## src/rtl/spi_bus_arbiter.sv

```systemverilog
// spi_bus_arbiter: two-requester round-robin arbiter and transaction sequencer
// in front of a single SPI byte engine. Owns chip-select for the whole
// multi-byte transaction, inserts CS setup/hold gaps, issues one engine byte
// at a time and routes each received byte back to the owning requester only.
//
// Optional feature macro: SPI_ARB_TIMEOUT_EN (idle-owner watchdog in WAIT_TX).
//
// Parameters
//   CS_SETUP_CYC  CS assertion to first byte offered (SETUP lasts this + 1)
//   CS_HOLD_CYC   last byte done to CS release (HOLD lasts this + 1)
//   TIMEOUT_CYC   WAIT_TX watchdog limit (only with SPI_ARB_TIMEOUT_EN)
// Ports
//   clk, nrst              clock, async active-low reset
//   req[1:0]               per-requester transaction request
//   gnt[1:0]               one-hot grant, CS assertion through end of HOLD
//   tx_valid/tx_data/tx_last/tx_ready  per-requester byte handshake
//   rx_valid[1:0], rx_data returned byte, pulsed to the owner only
//   eng_start, eng_tx      byte launch to the engine
//   eng_done, eng_rx       byte completion from the engine
//   spi_cs_n               chip select, active-low
//   timeout_err            watchdog abort pulse (tied 0 without the macro)

module spi_bus_arbiter #(
    parameter logic [7:0]  CS_SETUP_CYC = 8'd2,
    parameter logic [7:0]  CS_HOLD_CYC  = 8'd2,
    parameter logic [15:0] TIMEOUT_CYC  = 16'd1024
) (
    input  logic        clk,
    input  logic        nrst,
    input  logic [1:0]  req,
    output logic [1:0]  gnt,
    input  logic [1:0]  tx_valid,
    input  logic [15:0] tx_data,
    input  logic [1:0]  tx_last,
    output logic [1:0]  tx_ready,
    output logic [1:0]  rx_valid,
    output logic [7:0]  rx_data,
    output logic        eng_start,
    output logic [7:0]  eng_tx,
    input  logic        eng_done,
    input  logic [7:0]  eng_rx,
    output logic        spi_cs_n,
    output logic        timeout_err
);

    localparam int unsigned BYTE_W = 8;
    localparam int unsigned CNT_W  = 8;
    localparam int unsigned WD_W   = 16;

    localparam logic [2:0] ST_IDLE    = 3'd0;
    localparam logic [2:0] ST_SETUP   = 3'd1;
    localparam logic [2:0] ST_WAIT_TX = 3'd2;
    localparam logic [2:0] ST_BUSY    = 3'd3;
    localparam logic [2:0] ST_HOLD    = 3'd4;

    logic [2:0]        state_q,     state_d;
    logic [CNT_W-1:0]  cnt_q,       cnt_d;
    logic              owner_q,     owner_d;
    logic [1:0]        gnt_q,       gnt_d;
    logic              cs_n_q,      cs_n_d;
    logic              rr_last_q,   rr_last_d;
    logic              last_flag_q, last_flag_d;
    logic [BYTE_W-1:0] eng_tx_q,    eng_tx_d;
    logic              eng_start_q, eng_start_d;
    logic [1:0]        rx_valid_q,  rx_valid_d;
    logic [BYTE_W-1:0] rx_data_q,   rx_data_d;

    logic              winner_c;
    logic [BYTE_W-1:0] owner_tx_c;

`ifdef SPI_ARB_TIMEOUT_EN
    logic [WD_W-1:0]   wd_q, wd_d;
    logic              timeout_err_q, timeout_err_d;
`else
    logic [WD_W-1:0]   unused_timeout_cyc;
    assign unused_timeout_cyc = TIMEOUT_CYC;
`endif

    // Sole requester wins; on a tie the one not served last wins.
    assign winner_c   = (req == 2'b11) ? ~rr_last_q : req[1];
    assign owner_tx_c = owner_q ? tx_data[15:8] : tx_data[7:0];

    // Next-state and registered-output logic.
    always_comb begin
        state_d     = state_q;
        cnt_d       = cnt_q;
        owner_d     = owner_q;
        gnt_d       = gnt_q;
        cs_n_d      = cs_n_q;
        rr_last_d   = rr_last_q;
        last_flag_d = last_flag_q;
        eng_tx_d    = eng_tx_q;
        eng_start_d = 1'b0;
        rx_valid_d  = 2'b00;
        rx_data_d   = rx_data_q;
`ifdef SPI_ARB_TIMEOUT_EN
        wd_d          = WD_W'(0);
        timeout_err_d = 1'b0;
`endif
        case (state_q)
            ST_IDLE: begin
                if (|req) begin
                    owner_d = winner_c;
                    gnt_d   = winner_c ? 2'b10 : 2'b01;
                    cs_n_d  = 1'b0;
                    cnt_d   = CS_SETUP_CYC;
                    state_d = ST_SETUP;
                end
            end
            ST_SETUP: begin
                if (cnt_q == CNT_W'(0)) begin
                    state_d = ST_WAIT_TX;
                end else begin
                    cnt_d = cnt_q - CNT_W'(1);
                end
            end
            ST_WAIT_TX: begin
                if (tx_valid[owner_q]) begin
                    eng_tx_d    = owner_tx_c;
                    eng_start_d = 1'b1;
                    last_flag_d = tx_last[owner_q];
                    state_d     = ST_BUSY;
                end else if (!req[owner_q]) begin
                    // Owner gave up mid-transaction: release CS normally.
                    cnt_d   = CS_HOLD_CYC;
                    state_d = ST_HOLD;
                end
`ifdef SPI_ARB_TIMEOUT_EN
                else if (wd_q == TIMEOUT_CYC - WD_W'(1)) begin
                    timeout_err_d = 1'b1;
                    cnt_d         = CS_HOLD_CYC;
                    state_d       = ST_HOLD;
                end else begin
                    wd_d = wd_q + WD_W'(1);
                end
`endif
            end
            ST_BUSY: begin
                if (eng_done) begin
                    rx_data_d  = eng_rx;
                    rx_valid_d = gnt_q;
                    if (last_flag_q) begin
                        cnt_d   = CS_HOLD_CYC;
                        state_d = ST_HOLD;
                    end else begin
                        state_d = ST_WAIT_TX;
                    end
                end
            end
            ST_HOLD: begin
                if (cnt_q == CNT_W'(0)) begin
                    cs_n_d    = 1'b1;
                    gnt_d     = 2'b00;
                    rr_last_d = owner_q;
                    state_d   = ST_IDLE;
                end else begin
                    cnt_d = cnt_q - CNT_W'(1);
                end
            end
            default: begin
                cs_n_d  = 1'b1;
                gnt_d   = 2'b00;
                state_d = ST_IDLE;
            end
        endcase
    end

    // State and output registers; reset releases CS and drops grants at once.
    always_ff @(posedge clk or negedge nrst) begin
        if (!nrst) begin
            state_q     <= ST_IDLE;
            cnt_q       <= CNT_W'(0);
            owner_q     <= 1'b0;
            gnt_q       <= 2'b00;
            cs_n_q      <= 1'b1;
            rr_last_q   <= 1'b1;
            last_flag_q <= 1'b0;
            eng_tx_q    <= BYTE_W'(0);
            eng_start_q <= 1'b0;
            rx_valid_q  <= 2'b00;
            rx_data_q   <= BYTE_W'(0);
        end else begin
            state_q     <= state_d;
            cnt_q       <= cnt_d;
            owner_q     <= owner_d;
            gnt_q       <= gnt_d;
            cs_n_q      <= cs_n_d;
            rr_last_q   <= rr_last_d;
            last_flag_q <= last_flag_d;
            eng_tx_q    <= eng_tx_d;
            eng_start_q <= eng_start_d;
            rx_valid_q  <= rx_valid_d;
            rx_data_q   <= rx_data_d;
        end
    end

`ifdef SPI_ARB_TIMEOUT_EN
    // Watchdog counter and abort pulse.
    always_ff @(posedge clk or negedge nrst) begin
        if (!nrst) begin
            wd_q          <= WD_W'(0);
            timeout_err_q <= 1'b0;
        end else begin
            wd_q          <= wd_d;
            timeout_err_q <= timeout_err_d;
        end
    end
    assign timeout_err = timeout_err_q;
`else
    assign timeout_err = 1'b0;
`endif

    assign gnt       = gnt_q;
    assign spi_cs_n  = cs_n_q;
    assign eng_tx    = eng_tx_q;
    assign eng_start = eng_start_q;
    assign rx_valid  = rx_valid_q;
    assign rx_data   = rx_data_q;
    // Byte acceptance is combinational so a waiting requester hands off immediately.
    assign tx_ready  = (state_q == ST_WAIT_TX) ? gnt_q : 2'b00;

endmodule
```

## config.mk

```make
export PLATFORM = sky130hd
export DESIGN_NAME = spi_bus_arbiter
export DESIGN_NICKNAME = d
export VERILOG_FILES = /design/src/rtl/spi_bus_arbiter.sv
export SDC_FILE = /design/constraint.sdc
export NUM_CORES = 1
export LEC_CHECK = 0
export ABC_AREA = 1
export ABC_CLOCK_PERIOD_IN_PS = 1200
export BUFFER_PORTS_ARGS = -buffer_cell sky130_fd_sc_hd__buf_2
export CAP_MARGIN = 20
export CORE_UTILIZATION = 24
export CTS_CLUSTER_DIAMETER = 40
export DETAILED_ROUTE_END_ITERATION = 12
export GPL_ROUTABILITY_DRIVEN = 1
export GPL_TIMING_DRIVEN = 0
export SKIP_CTS_REPAIR_TIMING = 1
export SLEW_MARGIN = 20
export SYNTH_ARGS = -nofsm -noshare
export SYNTH_HDL_FRONTEND = slang
export SYNTH_SLANG_ARGS = --single-unit
```

## constraint.sdc

```tcl
create_clock -name clk -period 1.2 [get_ports clk]
set_clock_uncertainty 0.05 [all_clocks]
set_input_delay 0.18 -clock clk [delete_from_list [all_inputs] [get_ports clk]]
set_output_delay 0.18 -clock clk [all_outputs]
set_load 0.02 [all_outputs]
```

==> results of run 1 <==
[worst min-delay path by stage]
stage,cells past startpoint,slack (ns),startpoint,to
after detailed placement,1,0.28,nrst,rx_data[7]
after global routing,1,0.002,nrst,cnt_q[3]
after floorplan,0,-0.17,nrst,cnt_q[0]
after CTS,1,-0.04,nrst,cnt_q[3]
after global placement,1,0.27,nrst,rx_valid[0]
final,1,-0.08,nrst,cnt_q[3]
[cells by family (layout without fill, tap and decap cells)]
kind of cell               after synthesis  in the layout
DFF                                     36             36
and+or+nand+nor                        139            140
buffers and inverters                   27            103
xor gates and xnor gates                 1              1
muxes                                    8              8
AOI/OAI and AO/OA                       29             29
other                                    1              1
adders and majority gates                2              2
[layout make-up]
cell class | instances | area, um2 | area share
Multi-Input combinational cell | 181 | 1100 | 0.397
Inverter | 22 | 90.1 | 0.0325
Sequential cell | 36 | 910 | 0.329
Clock buffer | 7 | 76.3 | 0.0276
Clock inverter | 1 | 8.76 | 0.00316
Tap cell | 102 | 128 | 0.0461
Buffer | 5 | 43.8 | 0.0158
Timing Repair Buffer | 68 | 412 | 0.149
[power by group]
| part | internal [mW] | leakage, nW | switching, mW | total (mW) |
|---|---|---|---|---|
| logic | 1.54 | 0.913 | 2.35 | 3.89 |
| clock network | 0.415 | 0.0424 | 0.426 | 0.841 |
| registers | 1.73 | 0.437 | 0.378 | 2.10 |
[placed cells by master, fill, tap and decap left out, types with 2 or more instances in the layout]
cell type	n
a21oi_1	6
a21oi_2	2
a31oi_1	9
buf_2	54
buf_4	9
buf_6	6
clkbuf_1	2
clkbuf_2	2
clkbuf_8	5
clkinv_4	2
dfrtp_1	29
dfrtp_2	5
dfstp_2	2
inv_1	14
inv_2	6
mux2_2	8
nand2_1	69
nand2_2	11
nand2_4	6
nand3_1	5
nand3_2	2
nand3_4	2
nand4_1	4
nor2_1	21
nor2_2	6
nor2_4	10
nor3_1	2
o21ai_0	3
o21ai_1	3
o21bai_1	2
[through the flow]
stage	setup WS (ns)	util	instance area, um2
final	-0.249	0.360	2770
after global routing	-0.335	0.360	2770
after CTS	-0.330	0.319	2450
after detailed placement	-0.312	0.308	2370
after global placement	-0.298	0.308	2370
after floorplan	-0.135	-	1960
[critical path, delay by kind of cell (launching register included)]
kind / cells / cell delay, ns
and+or+nand+nor: 8 / 0.80
DFF: 1 / 0.48
[registers in the layout, summed over array words and instances, names as in the netlist]
signal / flops
eng_start: 1
rx_valid: 2
owner_q: 1
rr_last_q: 1
gnt: 2
rx_data: 8
last_flag_q: 1
spi_cs_n: 1
eng_tx: 8
state_q: 3
cnt_q: 8
[cell usage after synthesis]
cell and instances:
nor2_2 5, a31oi_1 10, dfstp_2 2, nor2_4 1
buf_6 1, o21ai_0 6, or2_2 1, inv_2 3
inv_1 19, nand2_1 82, clkbuf_1 2, ha_1 2
nand3_2 1, nand2_2 3, o21ai_2 1, mux2_2 8
nor3_1 2, xor2_1 1, dfrtp_1 34, conb_1 1
o21ai_1 1, a21oi_1 8, o21bai_1 3, nor3b_1 1
buf_4 2, nor2_1 31, nand4_1 4, nand3_1 8
[per-layer routing]
layer | routed length, um | vias to the layer above | track usage | part of all wire
li1 | - | 925 | - | -
met5 | 0 | - | 0 | 0
met4 | 75 | 0 | 0.0397 | 0.016
met3 | 169 | 7 | 0.0176 | 0.035
met1 | 2180 | 869 | 0.141 | 0.46
met2 | 2340 | 43 | 0.179 | 0.49
==> metrics.md, run 1 <==
| Metric | Value |
|---|---|
| Hold WC Path Type | `primary input to async pin` |
| Final Cycle Share | `1.21` |
| Yosys warning count | `0` |
| Gate Count Post-Synth | `around 240` |
| Ports | `58` |
| Reg clk slew, reported paths | `about 0.070 ns` |
| Reg2Reg Depth | `8` |
| # placed instances | `around 400` |
| FF-to-FF setup slack | `-0.25 ns` |
| Distinct cells, synth | `28` |
| Register area share after synthesis | `0.475` |
| Area leader, netlist | `dfrtp_1` |
| Post-Route WL | `around 4800 um` |
| Complex-gate fraction of the synthesized area | `0.0889` |
| RSZ-0062 raised after global routing | `yes` |
| Leak Pwr | `1.39 nW` |
| Min Clock Period, post-route | `between 1 and 1.5 ns` |
| All-layer global routing usage | `0.108` |
| Vias | `~1800` |
| Largest cells by area after synthesis | `dfrtp_1 45%, nand2_1 16%, nor2_1 6.1%` |
| Pre-antenna DRT Iters | `4` |
| CTS tree | `yes` |
| Failing checks | `negative hold slack, negative setup slack` |
| Final setup margin | `-0.249 ns` |
| Largest net degree at the start of global routing | `37` |
| DPL Wire Length | `between 3000 and 4000 um` |
| Gpl congestion | `0.805` |
| Xor and xnor area share after synthesis | `0.00461` |
| Root Driver | `clkbuf_8` |
| CTS Buffer Depth | `2` |
| Final setup violating endpoints | `36` |
| Routed WL per cell | `11.3 um` |
| Fill count | `around 800` |
| DRT iter0 DRCs | `between 90 and 100` |
| CTS H-tree lvls | `2` |
| Worst vdd ir | `a little under 0.001 V` |
| Synth Net Count | `around 280` |
| Synth Register Bits | `36` |
| Total gr overflow | `0` |
| Initial Util | `0.247` |
| Worst slew margin relative to its limit | `0.471` |
| CP Launch Type | `flip-flop` |
| Fin Setup TNS | `-6.87 ns` |
| Worst EP required | `1.32 ns` |
| Power Dens Cells | `between 2000 and 2500 mW/mm2` |
| Drt drc | `0` |
| Rows | `32` |
| Total power | `roughly 6.8 mW` |
| Die width | `approximately 91 um` |
| Max FO, Critical Path | `8` |
| Max-Cap Viols | `0` |
| First-pass GRT wire length | `roughly 7400 um` |
| Antenna diodes | `0` |
| Main combinational cell family by area after synthesis | `simple AND/OR/NAND/NOR gates` |
| Crit-path most repeated cell | `nor2_4` |
| Critical path class | `flip-flop to flip-flop` |
| CTS buffer count | `5` |
| Vias in the first global route | `about 1600` |
| Post-Synth Simple-Gate Area | `0.307` |
| Synth top area share | `0.448` |
| Biggest cell delay along the critical path | `0.48 ns` |
| Post-synthesis area per instance | `about 8 um2` |
| Initial antenna violation count | `0` |
| Final hold vios | `34` |
| Routed vias/inst | `4.37` |
| Final hold slack | `-0.0760 ns` |
| End of the critical path | `cnt_q[6]` |
| Mux cell area share after synthesis | `0.0474` |
| Count of final max-slew check failures | `0` |
| Max frequency | `around 0.69 GHz` |
| Count of input and output buffers | `56` |
| Post-Synth Adder-Cell Area | `0.0132` |
| Share of layout cells above drive strength 1 | `0.459` |
| Critical path's slowest cell | `dfrtp_2` |
| Die area | `between 0.008 and 0.009 mm2` |
| DIE HEIGHT | `~91 um` |
| Area growth, synth to finish | `45.6%` |
| Arr. time, crit path | `~1.6 ns` |
| Crit end category | `flip-flop` |
| Worst setup startpoint | `state_q[0]` |
| Slew @ Worst Pin | `0.793 ns` |
| Sink Count | `36` |
| Core ar. | `between 0.007 and 0.008 mm2` |
| CP cell instances | `nor2_4, nand2_4, nor2_4, nor2_2, nand2_2, nor2_4, nand2_1, nand2_1` |
| Cell Area, Synth | `~0.0019 mm2` |
| Reg-to-reg critical path startpoint | `state_q[0]` |
| Detail Route Antenna Nets | `0` |
| Final #Nets | `between 300 and 400` |
| Post-Layout Cell Count | `around 420` |
| Reg2reg end | `cnt_q[6]` |
| Status | `complete, but fails checks` |
| Clk_lat worst skew | `0.29 ns` |
(Power assumes the default switching activity.)
==> run 2: changes to the inputs <==
--- a/config.mk
+++ b/config.mk
@@ -5,7 +5,6 @@
 export SDC_FILE = /design/constraint.sdc
 export NUM_CORES = 1
 export LEC_CHECK = 0
-export ABC_AREA = 1
 export ABC_CLOCK_PERIOD_IN_PS = 1200
 export BUFFER_PORTS_ARGS = -buffer_cell sky130_fd_sc_hd__buf_2
 export CAP_MARGIN = 20
==> metrics.md, run 2 <==
| Metric | Value |
|---|---|
| Status | `complete, but fails checks (unchanged)` |
| Failing checks | `negative hold slack, negative setup slack (unchanged)` |
| Top post-synthesis cells by count | `34 x dfrtp_1, 22 x nor2_1, 16 x a21oi_1 (was 82 x nand2_1, 34 x dfrtp_1, 31 x nor2_1)` |
| Largest cells by area after synthesis | `dfrtp_1 46%, mux2i_1 5.9%, mux2_2 5.4% (was dfrtp_1 45%, nand2_1 16%, nor2_1 6.1%)` |
| CP Launch Type | `flip-flop (unchanged)` |
| Final setup margin | `-0.743 ns (was -0.249 ns)` |
| Gate Count Post-Synth | `178 (was 243)` |
| Final Cycle Share | `1.62 (was 1.21)` |
| Worst setup startpoint | `cnt_q[0] (was state_q[0])` |
| Synth Register Bits | `36 (unchanged)` |
| CTS Buffer Depth | `2 (unchanged)` |
| Post-Layout Cell Count | `361 (was 422)` |
| Gpl congestion | `0.868 (was 0.805)` |
| Distinct cells, synth | `49 (was 28)` |
| Most common cell after layout, fill and taps aside | `buf_2 (was nand2_1)` |
| All-layer global routing usage | `0.106 (was 0.108)` |
| # placed instances | `333 (was 401)` |
| Drt drc | `0 (unchanged)` |
| CTS tree | `yes (unchanged)` |
| Post-synth EDFFs | `0 (unchanged)` |
| Root Driver | `clkbuf_8 (unchanged)` |
| Slew @ Worst Pin | `0.799 ns (was 0.793 ns)` |
| Synth top area share | `0.457 (was 0.448)` |
| Reg2Reg Depth | `7 (was 8)` |
| Final hold vios | `34 (unchanged)` |
| Final setup violating endpoints | `39 (was 36)` |
| RSZ-0062 raised after global routing | `yes (unchanged)` |
| Final hold slack | `-0.0751 ns (was -0.0760 ns)` |
| Min Clock Period, post-route | `1.94 ns (was 1.45 ns)` |
| Die area | `0.00812 mm2 (was 0.00828 mm2)` |
| Ports | `58 (unchanged)` |
| Yosys warning count | `0 (unchanged)` |
| Total gr overflow | `0 (unchanged)` |
| Share of layout cells above drive strength 1 | `0.561 (was 0.459)` |
| Post-Route WL | `4660 um (was 4760 um)` |
| Final #Nets | `296 (was 354)` |
| DRT iter0 DRCs | `49 (was 94)` |
| Max frequency | `0.515 GHz (was 0.690 GHz)` |
| Cell Area, Synth | `0.00186 mm2 (was 0.00190 mm2)` |
| Clk_lat worst skew | `0.29 ns (about the same)` |
| Post-synth top flop | `dfrtp_1 (unchanged)` |
| Synth Net Count | `213 (was 278)` |
| Sink Count | `36 (unchanged)` |
| Setup WS pre-CTS | `-0.749 ns (was -0.312 ns)` |
| Reg clk slew, reported paths | `0.07 ns (about the same)` |
| Rows | `31 (was 32)` |
| Area leader, netlist | `dfrtp_1 (unchanged)` |
| Area growth, synth to finish | `52.9% (was 45.6%)` |
| Reg2reg end | `cnt_q[4] (was cnt_q[6])` |
| Die width | `90.1 um (was 91.0 um)` |
| Pre-antenna DRT Iters | `4 (unchanged)` |
| Post-synthesis area per instance | `10.5 um2 (was 7.82 um2)` |
| Leak Pwr | `1.33 nW (was 1.39 nW)` |
| CTS buffer count | `5 (unchanged)` |
| Core ar. | `0.00737 mm2 (was 0.00769 mm2)` |
| Worst EP required | `1.33 ns (was 1.32 ns)` |
| Worst vdd ir | `0.00100 V (was 0.000963 V)` |
| Reg-to-reg critical path startpoint | `cnt_q[0] (was state_q[0])` |
| DIE HEIGHT | `90.1 um (was 91.0 um)` |
| Routed WL per cell | `12.9 um (was 11.3 um)` |
| CTS H-tree lvls | `2 (unchanged)` |
| Critical path class | `flip-flop to flip-flop (unchanged)` |
| Arr. time, crit path | `2.07 ns (was 1.57 ns)` |
| FFs w/ async S/R, synth | `1.00 (unchanged)` |
| First-pass GRT wire length | `7090 um (was 7360 um)` |
| Crit end category | `flip-flop (unchanged)` |
| Most frequent cells in the layout | `53 x buf_2, 33 x dfrtp_1, 18 x buf_4, 11 x mux2i_1 (was 69 x nand2_1, 54 x buf_2, 29 x dfrtp_1, 21 x nor2_1, 14 x inv_1)` |
| Max FO, Critical Path | `8 (unchanged)` |
| FF-to-FF setup slack | `-0.74 ns (was -0.25 ns)` |
| Total power | `7.60 mW (was 6.83 mW)` |
| Vias in the first global route | `1501 (was 1649)` |
| Power Dens Cells | `2670 mW/mm2 (was 2470 mW/mm2)` |
| Routed vias/inst | `4.57 (was 4.37)` |
| Detail Route Antenna Nets | `0 (unchanged)` |
| Largest net degree at the start of global routing | `37 (unchanged)` |
| Hold WC Path Type | `primary input to async pin (unchanged)` |
| Register area share after synthesis | `0.485 (was 0.475)` |
| Vias | `1650 (was 1844)` |
| Most numerous cell in the Yosys netlist | `dfrtp_1 (was nand2_1)` |
| Antenna diodes | `0 (unchanged)` |
| Count of input and output buffers | `56 (unchanged)` |
| Initial Util | `0.253 (was 0.247)` |
| Initial antenna violation count | `0 (unchanged)` |
| Count of final max-slew check failures | `0 (unchanged)` |
| DPL Wire Length | `2930 um (was 3200 um)` |
| Worst slew margin relative to its limit | `0.467 (was 0.471)` |
| Max-Cap Viols | `0 (unchanged)` |
[run 2: cell count changes in the layout (fill, tap and decap cells not counted), sizes merged, moves of 8 or more]
cell	delta
inv	-14
buf	+13
nor2	-15
nand2	-78
a21oi	+8
mux2i	+11
a31oi	-9
[run 2: how the worst max path moves through the flow]
stage | to | slack, ns | cells after the start
2_1_floorplan | cnt_q[4] | -0.59 | 6
3_3_place_gp | cnt_q[1] | -0.73 | 7
3_5_place_dp | cnt_q[1] | -0.75 | 7
4_1_cts | cnt_q[1] | -0.76 | 7
5_1_grt | cnt_q[4] | -0.85 | 7
6_report | cnt_q[4] | -0.74 | 7
[run 2: metal layers]
| layer | vias to the layer above | global-route usage | wire length [um] |
|---|---|---|---|
| met1 | 785 | 0.146 | 2100 |
| met2 | 55 | 0.167 | 2310 |
| met3 | 4 | 0.0262 | 219 |
| met5 | - | 0 | 0 |
| li1 | 806 | - | - |
| met4 | 0 | 0.0242 | 34 |
[run 2: stage by stage]
stage	TNS, ns	cell area [um2]	utilization	hold slack (ns)
after CTS	-19.05	2420	0.328	-0.0454
after floorplan	-10.98	1900	-	-0.166
after detailed placement	-17.46	2310	0.313	0.273
final	-14.26	2850	0.386	-0.0751
after global routing	-17.10	2850	0.386	-0.0163
after global placement	-17.07	2310	0.313	0.273
[run 2: cell type report]
class                      instances  area (um2)
sequential                        36         905
tap                               99         124
clock buffer                       5        68.8
buffer                             8        92.6
fill                             752        4520
multi-input combinational        126        1090
inverter                           7        26.3
clock inverter                     3        42.5
timing repair buffer              77         498
[run 2: critical path, stage by stage (launching register included)]
cell and delay (ns):
dfrtp_1 0.39, inv_2 0.08, ha_4 0.15, nor4b_4 0.13, and2_4 0.19, a221oi_4 0.30, nand3_4 0.17, a221o_1 0.37
[run 2: report_power, final]
group	leakage [nW]	internal, mW	switching (mW)
sequential	0.435	1.73	0.412
combinational	0.837	2.08	2.31
clock	0.0541	0.614	0.445
[run 2: logic make-up after synthesis]
group | count (synthesis) | share of synthesized area
simple gates | 55 | 0.156
xor+xnor | 1 | 0.00470
flops | 36 | 0.485
other cells | 1 | 0.00201
fa+ha+maj | 2 | 0.0134
compound gates | 44 | 0.165
mux | 23 | 0.134
buf+inv | 16 | 0.0396
